[config.mk]
export PLATFORM = sky130hd
export DESIGN_NAME = nem_ohmux_sel_seq_2i_flat
export DESIGN_NICKNAME = d
export VERILOG_FILES = /design/src/rtl/nem_ohmux_sel_seq_2i_if.sv /design/src/rtl/nem_ohmux_sel_seq_2i.sv /design/src/flat_wrapper.sv
export SDC_FILE = /design/constraint.sdc
export NUM_CORES = 1
export LEC_CHECK = 0
export ABC_CLOCK_PERIOD_IN_PS = 4150
export CAP_MARGIN = 0
export CORE_ASPECT_RATIO = 0.75
export CORE_MARGIN = 2
export CORE_UTILIZATION = 40
export DETAILED_ROUTE_END_ITERATION = 8
export PLACE_DENSITY = 0.59
export SLEW_MARGIN = 30
export SYNTH_ARGS = -nofsm -noshare
export SYNTH_HDL_FRONTEND = slang
export SYNTH_SLANG_ARGS = --single-unit
[constraint.sdc]
create_clock -name CP -period 4.15 [get_ports CP]
set_clock_uncertainty 0.1 [all_clocks]
set_input_delay 0.6225 -clock CP [delete_from_list [all_inputs] [get_ports CP]]
set_output_delay 0.6225 -clock CP [all_outputs]
set_load 0.03 [all_outputs]
[src/rtl/nem_ohmux_sel_seq_2i_if.sv]
// Request handshake and relay drive bundle between the select requester and
// the break-before-make sequencer for the 2-input NEM relay mux.
interface nem_ohmux_sel_seq_2i_if;
   logic       REQ_VALID;
   logic [1:0] REQ_SEL;
   logic       REQ_READY;
   logic       S0;
   logic       S1;
   logic       SEL_VALID;
   logic [1:0] CUR_SEL;
   logic       ERR;

   modport master (
      output REQ_VALID, REQ_SEL,
      input  REQ_READY, S0, S1, SEL_VALID, CUR_SEL, ERR
   );

   modport slave (
      input  REQ_VALID, REQ_SEL,
      output REQ_READY, S0, S1, SEL_VALID, CUR_SEL, ERR
   );
endinterface

[src/rtl/nem_ohmux_sel_seq_2i.sv]
// Break-before-make select sequencer for the 2-input inverting one-hot NEM
// relay mux: opens the closed relay, waits release time, then closes the new one.
module nem_ohmux_sel_seq_2i #(
   parameter int OFF_CYCLES = 3,
   parameter int ON_CYCLES  = 4,
   parameter int CNT_W      = 8
) (
   input  logic                 CP,
   input  logic                 RST,
   nem_ohmux_sel_seq_2i_if.slave bus
);

   typedef enum logic [1:0] {
      PARKED,
      ON_WAIT,
      STABLE,
      OFF_WAIT
   } state_t;

   localparam logic [CNT_W-1:0] ON_LOAD  = CNT_W'(ON_CYCLES - 1);
   localparam logic [CNT_W-1:0] OFF_LOAD = CNT_W'(OFF_CYCLES - 1);
   localparam logic [CNT_W-1:0] CNT_ONE  = CNT_W'(1);

   state_t           state_q, state_d;
   logic [CNT_W-1:0] cnt_q, cnt_d;
   logic [1:0]       s_q, s_d;
   logic             sel_valid_q, sel_valid_d;
   logic [1:0]       cur_sel_q, cur_sel_d;
   logic             err_q, err_d;
   logic             req_ready;
   logic             accept;

   assign req_ready = !RST && ((state_q == PARKED) || (state_q == STABLE));
   assign accept    = bus.REQ_VALID && req_ready;

   always_comb begin
      state_d     = state_q;
      cnt_d       = cnt_q;
      s_d         = s_q;
      sel_valid_d = sel_valid_q;
      cur_sel_d   = cur_sel_q;
      err_d       = err_q;

      unique case (state_q)
         PARKED: begin
            if (accept) begin
               if (bus.REQ_SEL == 2'd3) begin
                  err_d = 1'b1;
               end else if (bus.REQ_SEL != 2'd0) begin
                  s_d       = (bus.REQ_SEL == 2'd1) ? 2'b01 : 2'b10;
                  cur_sel_d = bus.REQ_SEL;
                  cnt_d     = ON_LOAD;
                  state_d   = ON_WAIT;
               end
            end
         end
         ON_WAIT: begin
            if (cnt_q == '0) begin
               sel_valid_d = 1'b1;
               state_d     = STABLE;
            end else begin
               cnt_d = cnt_q - CNT_ONE;
            end
         end
         STABLE: begin
            if (accept) begin
               if (bus.REQ_SEL == 2'd3) begin
                  err_d = 1'b1;
               end else if (bus.REQ_SEL != cur_sel_q) begin
                  // Open first; the new relay only closes after the release settle.
                  s_d         = 2'b00;
                  sel_valid_d = 1'b0;
                  cur_sel_d   = bus.REQ_SEL;
                  cnt_d       = OFF_LOAD;
                  state_d     = OFF_WAIT;
               end
            end
         end
         OFF_WAIT: begin
            if (cnt_q == '0) begin
               if (cur_sel_q == 2'd0) begin
                  state_d = PARKED;
               end else begin
                  s_d     = (cur_sel_q == 2'd1) ? 2'b01 : 2'b10;
                  cnt_d   = ON_LOAD;
                  state_d = ON_WAIT;
               end
            end else begin
               cnt_d = cnt_q - CNT_ONE;
            end
         end
         default: state_d = PARKED;
      endcase
   end

   always_ff @(posedge CP) begin
      if (RST) begin
         state_q     <= PARKED;
         cnt_q       <= '0;
         s_q         <= 2'b00;
         sel_valid_q <= 1'b0;
         cur_sel_q   <= 2'd0;
         err_q       <= 1'b0;
      end else begin
         state_q     <= state_d;
         cnt_q       <= cnt_d;
         s_q         <= s_d;
         sel_valid_q <= sel_valid_d;
         cur_sel_q   <= cur_sel_d;
         err_q       <= err_d;
      end
   end

   assign bus.REQ_READY = req_ready;
   assign bus.S0        = s_q[0];
   assign bus.S1        = s_q[1];
   assign bus.SEL_VALID = sel_valid_q;
   assign bus.CUR_SEL   = cur_sel_q;
   assign bus.ERR       = err_q;

endmodule

[src/flat_wrapper.sv]
// flat-port wrapper written by rule: the top's interface ports become plain ports
module nem_ohmux_sel_seq_2i_flat 
#(
   parameter int OFF_CYCLES = 3,
   parameter int ON_CYCLES  = 4,
   parameter int CNT_W      = 8
)
  (CP, RST, bus_REQ_VALID, bus_REQ_SEL, bus_REQ_READY, bus_S0, bus_S1, bus_SEL_VALID, bus_CUR_SEL, bus_ERR);
  nem_ohmux_sel_seq_2i_if bus_i ();
  input  logic CP;
  input  logic RST;
  input wire logic [$bits(bus_i.REQ_VALID)-1:0] bus_REQ_VALID;
  input wire logic [$bits(bus_i.REQ_SEL)-1:0] bus_REQ_SEL;
  output wire logic [$bits(bus_i.REQ_READY)-1:0] bus_REQ_READY;
  output wire logic [$bits(bus_i.S0)-1:0] bus_S0;
  output wire logic [$bits(bus_i.S1)-1:0] bus_S1;
  output wire logic [$bits(bus_i.SEL_VALID)-1:0] bus_SEL_VALID;
  output wire logic [$bits(bus_i.CUR_SEL)-1:0] bus_CUR_SEL;
  output wire logic [$bits(bus_i.ERR)-1:0] bus_ERR;
  assign bus_i.REQ_VALID = bus_REQ_VALID;
  assign bus_i.REQ_SEL = bus_REQ_SEL;
  assign bus_REQ_READY = bus_i.REQ_READY;
  assign bus_S0 = bus_i.S0;
  assign bus_S1 = bus_i.S1;
  assign bus_SEL_VALID = bus_i.SEL_VALID;
  assign bus_CUR_SEL = bus_i.CUR_SEL;
  assign bus_ERR = bus_i.ERR;
  nem_ohmux_sel_seq_2i #(.OFF_CYCLES(OFF_CYCLES), .ON_CYCLES(ON_CYCLES), .CNT_W(CNT_W)) u_core (.CP(CP), .RST(RST), .bus(bus_i));
endmodule
==> flow_summary.toml <==
[run_status]
status = "completed"

[critical_path]
startpoint_type = "register"
cp_max_fo = 10
max_stage_delay_ps = 610
crit_type = "register to output port"
required_ps = 3430
cpMaxStageDelayCell = "clkdlybuf4s50_1"
crit_chain = "inv_1, ha_1, nor2_1, nor2_1, clkdlybuf4s50_1"
end_kind = "output port"
crit_top_cell = "nor2_1"
rrSetupSlack_ps = 1570
crit_arrival_ps = 2160

[cells_and_area]
drive_above_1_share_pct = 13.0
antenna_cells = 0
syn2layout_area_growth_pct = 14.1
final_area_mm2 = 0.00135
layout.nets = 157

[sta]
fin_crit_sh_pct = 69.5
holdWs_ps = 379
fmax_ghz = 0.347
grt_setup_unrepaired = "false"
finalSetupViolations = 0
slew_viol_final = 0
hold_viol_final = 0
relSlewSlack_pct = 50.5
setup_tns_ps = 0
setup_ws_ps = 1270
tightest_slew_ps = 743
post-route-min-period_ps = 2880

[clocking]
clockBufferDepth = 2
clock_latency_ps = 250
htree_levels = 1
cts_tree = "done"
path_clk_slew_ps = 70
cts.repair.resized = 0
cts_hold_buffers = 0
cts_sinks = 16
post-cts-setup-buffers = 0
cts_made_buffers = 3
root_buffer = "clkbuf_8"

[floorplanning]
die_y_um = 51.2
ios = 12
die_area_mm2 = 0.00342
rows = 17
start_util_pct = 41.0
coreArea_mm2 = 0.00289
die_w_um = 66.9

[synth]
ys.flop_type = "dfxtp_1"
seq_area_frac_synth_pct = 27.0
syn_inst = 139
ys_ff_latch = 16
syn_area_mm2 = 0.00119
netlist.area_leader.share_pct = 27.0
synthArstFlopShare_pct = 0
syn-num-nets = 149
synth.avg_cell_area_um2 = 8.53
ys_warn_count = 0
synth-edff-count = 0
synth_cell_types = 53
synth_area_leader_cell = "dfxtp_1"
synthTopCellsByArea = "dfxtp_1 (27%), ha_1 (5.3%), o21ai_0 (4.2%)"

[routing]
num_vias = 1045
antenna_left = 0
drt-wirelength-per-cell_um = 15.0
drtIter0Drc = 49
drtPass1Iterations = 4
routed_wl_mm = 2.76
vias_per_cell = 5.68
drc = 0

[grt]
track_usage_pct = 18.1
grt_start_max_net_pins = 18
grt_pass1_vias = 962
antenna_found_initial = 0
grt.overflow.total = 0
grt_pass1_wl_mm = 4.66

[power_and_ir_drop]
vdd_ir_drop_max_v = 0.000232
p_leak_nw = 0.459
powerDensity_mw_per_mm2 = 494

[place]
pre_cts_slack_ps = 1150
place_congestion = 0.847
dp_hpwl_mm = 2.05
port_buffers = 11
placed_area_mm2 = 0.00130

[hold_path]
min_path_type = "register to register"

[job]
drv_cap = 0
==> metrics by stage <==
stage	utilization (%)	power, mW	instances
after CTS	46.8	0.674	184
after global placement	44.9	0.526	180
after detailed placement	44.9	0.530	180
after floorplan	-	0.459	139
final	46.8	0.669	184
after global routing	46.8	0.718	184
==> Yosys cell counts, types with 2 or more instances <==
cell type  count
a31oi_1        3
nor2b_1        4
a211oi_1       5
clkbuf_1       3
buf_2          3
nand3b_1       2
dfxtp_1       16
nand2_1        3
nor3_2         2
nand4bb_1      2
or4b_1         2
or2_1          2
nor3_1         4
inv_1          5
o31ai_1        2
o21ai_0       10
and2_1         2
o211ai_1       3
a21oi_1        9
nand2b_1       5
nand3_1        4
nor2_1        12
buf_4          2
ha_1           5
==> worst paths after layout <==
kind	endpoint	start	cells past startpoint
min reg2reg	u_core.bus.SEL_VALID$_SDFFE_PP0P_	u_core.bus.SEL_VALID$_SDFFE_PP0P_	2
max reg2reg	u_core.cnt_q[4]$_SDFFE_PP0P_	u_core.state_q[0]$_SDFFE_PP0P_	7
max	bus_REQ_READY	u_core.state_q[0]$_SDFFE_PP0P_	5
min	u_core.bus.SEL_VALID$_SDFFE_PP0P_	u_core.bus.SEL_VALID$_SDFFE_PP0P_	2
==> power breakdown <==
part | total (mW) | internal [mW] | switching [mW] | leakage (nW)
clock network | 0.142 | 0.0842 | 0.0578 | 0.0288
logic | 0.330 | 0.131 | 0.199 | 0.300
registers | 0.197 | 0.175 | 0.0218 | 0.130
total | 0.669 | 0.391 | 0.279 | 0.459
==> per-layer routing <==
layer	share of wire (%)	up-vias	GRT usage, %	wire, um
met5	0	-	0	0
met4	0	0	3.40	0
met3	3.8	0	6.17	106
met2	45	11	27.7	1250
met1	51	499	24.9	1400
li1	-	535	-	-
==> logic make-up (layout without fill, tap and decap cells) <==
group	count (synthesis)	in the layout	synth area share (%)
XOR/XNOR	1	1	0.739
buffers and inverters	14	21	6.01
AND/OR/NAND/NOR	58	58	32.3
adder cells (fa/ha/maj)	5	5	5.27
AO/OA/AOI/OAI	44	44	27.8
flip-flops	16	16	27.0
multiplexers	1	1	0.844
==> area by class of cell <==
class / count / area [um2]
clock buffer: 4 / 55.1
fill: 294 / 1540
inverter: 5 / 18.8
multi-input combinational: 109 / 795
sequential: 16 / 320
tap: 38 / 47.5
timing repair buffer: 12 / 118
==> state kept, by name, summed over array words and instances, names as in the netlist <==
name,count
u_core.s_q,2
u_core.bus.ERR,1
u_core.bus.CUR_SEL,2
u_core.state_q,2
u_core.bus.SEL_VALID,1
u_core.cnt_q,8
==> placed cells by master, fill, tap and decap left out, types with 4 or more instances in the layout <==
| cell type | n |
|---|---|
| nand2b_1 | 5 |
| nor2_1 | 12 |
| o21ai_0 | 10 |
| inv_1 | 5 |
| clkdlybuf4s50_1 | 11 |
| ha_1 | 5 |
| a211oi_1 | 5 |
| dfxtp_1 | 16 |
| nor2b_1 | 4 |
| nor3_1 | 4 |
| nand3_1 | 4 |
| a21oi_1 | 9 |
| clkbuf_8 | 4 |
==> worst max-delay path, delay by kind of cell, from the launching register on <==
family / cells / cell delay, ps
adders and majority gates: 1 / 320
buffers and inverters: 2 / 700
DFF: 1 / 380
and+or+nand+nor: 2 / 510
Power figures use the tool's default switching activity.
==> edit 1: new RTL, same flow settings <==
Reset style: asynchronous (`RST`), changed in one clocked block.
--- a/src/rtl/nem_ohmux_sel_seq_2i.sv
+++ b/src/rtl/nem_ohmux_sel_seq_2i.sv
@@ -93,7 +93,7 @@
       endcase
    end
 
-   always_ff @(posedge CP) begin
+   always_ff @(posedge CP or posedge RST) begin
       if (RST) begin
          state_q     <= PARKED;
          cnt_q       <= '0;
Formal check against the unedited RTL: differs if RST is asserted again (counterexample within 4 cycles, from zero or initial values and one cycle with RST high); with RST held inactive, the same outputs for 10 cycles.
==> edit 1 against the unedited design <==
Sequential cell count unchanged; setup slack improved by 0.051 ns; sequential share of layout area increased by 6.6 points; utilization increased by 3.6 points; non-clock buffer count unchanged; first-iteration DRC count decreased by 61%; final area decreased by 2.4%; worst hold slack improved by 0.0095 ns; area after synthesis decreased by 6.3%; wire length decreased by 9.5%; fmax increased by 1.8%; register-to-register slack improved by 0.13 ns; critical path type unchanged.
Power is not compared: it rests on default switching activity, and its combinational part moved more than twofold at a synthesized area within 25%.
==> edit 1: results (changes against the unedited design) <==
Yosys
  • Asr flop ratio synth: 1.00 (+1.00)
  • Top cells by area, synth: dfrtp_1 (36%), ha_1 (5.6%), mux2_2 (5.1%)
  • Commonest cells in the netlist: dfrtp_1 (16), nor2_1 (13), inv_1 (10)
  • Yosys cell types: 42 (-21%)

Final layout
  • NumNets Final: 143 (-8.9%)
  • Signal buf overhead: 0.0890 (+0.00214)
  • Filler cells: 245 (-17%)
  • Seq cells: 16 (unchanged)
  • Multi-input logic cell count: 90 (-17%)
  • Inverters, non-clock: 10 (+5)
  • Layout cells sized above 1: 0.197 (+0.0668)
  • Clk cell area share: 0.0417 (+0.00100)

Placed design
  • Placer Congestion: 0.798 (-5.7%)
  • DP Area: 0.00127 mm2 (-2.5%)
  • Post-DP HPWL: 1890 um (-7.8%)

Global routing
  • First-pass GRT wire length: 4450 um (-4.6%)
  • Vias in the first global route: 867 (-9.9%)

Worst setup path
  • Critical path arrival: 2.11 ns (-0.05 ns)
  • Crit-path max FO: 7 (-3)
  • Worst reg2reg path endpoint: u_core.cnt_q[0]$_DFFE_PP0P_
  • Critical Path Start: u_core.state_q[0]$_DFFE_PP0P_

Routing
  • Post-Route WL: 2490 um (-9.5%)
  • Avg Vias per Cell: 5.42 (-4.6%)

Status
  • Outcome: complete, no violations

Floorplan
  • Die ar.: 0.00322 mm2 (-5.9%)

Worst hold path
  • Hold depth: 1 (-1)
==> edit 1: changes by cell type after synthesis, sizes merged, moves of 4 or more <==
cell    before  now
mux2         0    6
a22o         0    4
a21oi        9    4
o21ai       12    6
a211oi       6    2
inv          5   10
buf          6    1
dfxtp       16    0
dfrtp        0   16
==> edit 1: worst min-delay path by stage <==
| stage | slack (ns) | from | to |
|---|---|---|---|
| after floorplan | 0.38 | u_core.cnt_q[1]$_DFFE_PP0P_ | u_core.cnt_q[1]$_DFFE_PP0P_ |
| after global placement | 0.38 | u_core.bus.ERR$_DFFE_PP0P_ | u_core.bus.ERR$_DFFE_PP0P_ |
| after detailed placement | 0.37 | u_core.bus.ERR$_DFFE_PP0P_ | u_core.bus.ERR$_DFFE_PP0P_ |
| after CTS | 0.39 | u_core.bus.ERR$_DFFE_PP0P_ | u_core.bus.ERR$_DFFE_PP0P_ |
| after global routing | 0.41 | u_core.bus.ERR$_DFFE_PP0P_ | u_core.bus.ERR$_DFFE_PP0P_ |
| final | 0.39 | u_core.bus.ERR$_DFFE_PP0P_ | u_core.bus.ERR$_DFFE_PP0P_ |
==> edit 1: cells by family (layout without fill, tap and decap cells) <==
group | after synthesis | in the layout | synth area share
adder cells (fa/ha/maj) | 5 | 5 | 0.0563
AND/OR/NAND/NOR | 44 | 44 | 0.222
multiplexers | 6 | 6 | 0.0608
AO/OA/AOI/OAI | 35 | 35 | 0.260
buffers and inverters | 12 | 26 | 0.0405
flip-flops | 16 | 16 | 0.360
==> edit 1: stage by stage <==
| stage | setup slack (ns) | cells | hold WS (ns) | total power, mW |
|---|---|---|---|---|
| floorplan | 1.87 | 118 | 0.380 | 0.866 |
| global placement | 1.31 | 164 | 0.378 | 1.05 |
| detailed placement | 1.24 | 164 | 0.375 | 1.05 |
| CTS | 1.32 | 168 | 0.390 | 1.20 |
| global route | 1.18 | 168 | 0.406 | 1.30 |
| finish | 1.32 | 168 | 0.389 | 1.20 |
==> edit 1: worst reg2reg max path, delay by kind of cell, from the launching register on <==
| family | cells | cell delay, ns |
|---|---|---|
| AOI/OAI and AO/OA | 4 | 1.04 |
| DFF | 1 | 0.42 |
| and+or+nand+nor | 1 | 0.38 |
| adders and majority gates | 1 | 0.30 |
| buffers and inverters | 1 | 0.08 |
==> edit 1: report_power, final <==
| group | total, mW | leakage (nW) | switching (mW) | internal, mW |
|---|---|---|---|---|
| Clock | 0.142 | 0.0288 | 0.0575 | 0.0843 |
| Combinational | 0.775 | 0.346 | 0.429 | 0.346 |
| Sequential | 0.279 | 0.196 | 0.0607 | 0.219 |
==> edit 1: metal layers <==
metal  wire, um  GRT usage  up-vias  part of all wire
li1           -          -      467                 -
met1       1310      0.294      417              0.53
met2       1030      0.242       22              0.41
met3        132     0.0411        4             0.053
met4         24     0.0426        0            0.0096
met5          0          0        -                 0
==> edit 2: new RTL, same flow settings <==
Made on the original files. `CNT_W` is set to 8 in 2 places; all go to 9.
--- a/src/rtl/nem_ohmux_sel_seq_2i.sv
+++ b/src/rtl/nem_ohmux_sel_seq_2i.sv
@@ -3,7 +3,7 @@
 module nem_ohmux_sel_seq_2i #(
    parameter int OFF_CYCLES = 3,
    parameter int ON_CYCLES  = 4,
-   parameter int CNT_W      = 8
+   parameter int CNT_W      = 9
 ) (
    input  logic                 CP,
    input  logic                 RST,
--- a/src/flat_wrapper.sv
+++ b/src/flat_wrapper.sv
@@ -3,7 +3,7 @@
 #(
    parameter int OFF_CYCLES = 3,
    parameter int ON_CYCLES  = 4,
-   parameter int CNT_W      = 8
+   parameter int CNT_W      = 9
 )
   (CP, RST, bus_REQ_VALID, bus_REQ_SEL, bus_REQ_READY, bus_S0, bus_S1, bus_SEL_VALID, bus_CUR_SEL, bus_ERR);
   nem_ohmux_sel_seq_2i_if bus_i ();
Check against the original RTL: no difference found for any inputs over 10 cycles, from zero or initial values and one cycle with RST high; that may be too few to reach the edited logic, so the function may still have changed.
==> edit 2 against the unedited design <==
Wire length increased by 2.9%; critical path type unchanged; sequential cell count increased by 1; area after synthesis decreased by 5.6%; setup slack improved by 0.051 ns; final cell count increased by 2.7%; power up 3.8%; critical endpoint unchanged; final area fell by 3.2%; combinational power increased by 9.1%; largest power group unchanged.
==> edit 2: results (changes against the unedited design) <==
Status
  • Outcome: complete, no violations

Clock tree
  • CTS Buf Count: 3 (unchanged)
  • H-tree depth: 1 (unchanged)
  • Gates resized, CTS repair: 0 (unchanged)
  • Post-CTS Setup Inserts: 0 (unchanged)
  • CTS clk-pin slew, worst paths: 0.07 ns (about the same)

Placed design
  • Placed insts: 185 (+2.8%)
  • Placer Congestion: 0.820 (-3.1%)
  • Post-DP HPWL: 2140 um (+4.5%)

Worst setup path
  • Top Family by Delay on Critical Path: buffers and inverters
  • CP max stage delay: 0.60 ns
  • Critical path arrival: 2.11 ns (-0.05 ns)
  • R2r setup slk: 1.45 ns (-0.12 ns)
  • Crit-path max FO: 7 (-3)

Routing
  • Avg Vias per Cell: 5.87 (+3.4%)
  • WL/cell: 15.0 um (+0.18%)
  • DR iter-0 viols: 54 (+10%)
  • DRT Pass-1 Iters: 4 (unchanged)
  • Post-Route WL: 2840 um (+2.9%)

Yosys
  • Top cells by area, synth: dfxtp_1 (30%), nor2_1 (5.7%), ha_1 (5.6%)
  • Yosys warning count: 0 (unchanged)
  • Syn Nets: 152 (+2.0%)
  • Synthesized area per cell: 7.89 um2 (-7.6%)
  • Sequential-to-total area share from yosys stat: 0.304 (+0.0339)
  • Yosys cell types: 43 (-19%)
  • Commonest cells in the netlist: dfxtp_1 (17), nor2_1 (17), inv_1 (12)

Final layout
  • Layout cells sized above 1: 0.0850 (-0.0452)
  • NumNets Final: 164 (+4.5%)
  • Top reg by flops: u_core.cnt_q
  • Max FFs per register: 9 (+1)

Global routing
  • Initial antenna violation count: 0 (unchanged)
  • Total GRT Usage: 0.195 (+0.0143)
  • Largest net degree at the start of global routing: 19 (+1)
  • Vias in the first global route: 1048 (+8.9%)
  • First-pass GRT wire length: 4970 um (+6.6%)

STA
  • Min Hold Slack: 0.376 ns (-0.00345 ns)
  • Hold Fails Final Rpt: 0 (unchanged)
  • Worst Tran Pin Value: 0.655 ns (-0.0880 ns)

Worst hold path
  • Hold crit path type: flip-flop to flip-flop

Power
  • Worst vdd ir: 0.000213 V (-8.3%)
  • Leakage power total: 0.501 nW (+9.3%)

Job
  • Max cap viols: 0 (unchanged)
[edit 2: changes by cell type after synthesis, sizes merged, moves of 4 or more]
| cell | delta |
|---|---|
| nor3 | -4 |
| buf | -6 |
| nor2 | +4 |
| nand2 | +4 |
| inv | +7 |
| nand2b | -4 |
[edit 2: metal layers]
metal / vias up / GRT usage / wire length, um
li1: 557 / - / -
met1: 510 / 0.287 / 1400
met2: 40 / 0.292 / 1210
met3: 3 / 0.0479 / 210
met4: 0 / 0.0347 / 12
met5: - / 0 / 0
[edit 2: final timing paths]
check | end | cells after the start | from
min | u_core.bus.ERR$_SDFFE_PP0P_ | 2 | u_core.bus.ERR$_SDFFE_PP0P_
max reg2reg | u_core.cnt_q[5]$_SDFFE_PP0P_ | 7 | u_core.state_q[0]$_SDFFE_PP0P_
max | bus_REQ_READY | 5 | u_core.state_q[0]$_SDFFE_PP0P_
min reg2reg | u_core.bus.ERR$_SDFFE_PP0P_ | 2 | u_core.bus.ERR$_SDFFE_PP0P_
[edit 2: cell families after synthesis]
kind of cell,after synthesis,synth area share
mux,2,0.0179
fa+ha+maj,5,0.0559
simple gates,52,0.256
flops,17,0.304
compound gates,49,0.310
buf+inv,17,0.0570
[edit 2: layout make-up]
class	count	area (um2)
inverters	12	45.0
clock buffers	3	41.3
repair buffers	12	118
multi-input cells	108	716
fillers	279	1330
well taps	36	45.0
flip-flops and latches	17	340
clock inverters	1	5.00
[edit 2: through the flow]
step | util | setup WS (ns) | power, mW
final | 0.496 | 1.32 | 0.695
after detailed placement | 0.478 | 1.14 | 0.568
after global placement | 0.478 | 1.24 | 0.567
after global routing | 0.496 | 1.11 | 0.746
after CTS | 0.496 | 1.33 | 0.696
after floorplan | - | 1.97 | 0.471
[edit 2: worst min-delay path, delay by kind of cell (launching register included)]
family,cells,cell delay (ns)
and+or+nand+nor,1,0.07
AOI/OAI and AO/OA,1,0.05
DFF,1,0.33
[edit 2: power breakdown]
| part | switching [mW] | internal [mW] | total, mW |
|---|---|---|---|
| sequential | 0.0240 | 0.187 | 0.211 |
| combinational | 0.221 | 0.139 | 0.360 |
| clock | 0.0568 | 0.0666 | 0.123 |
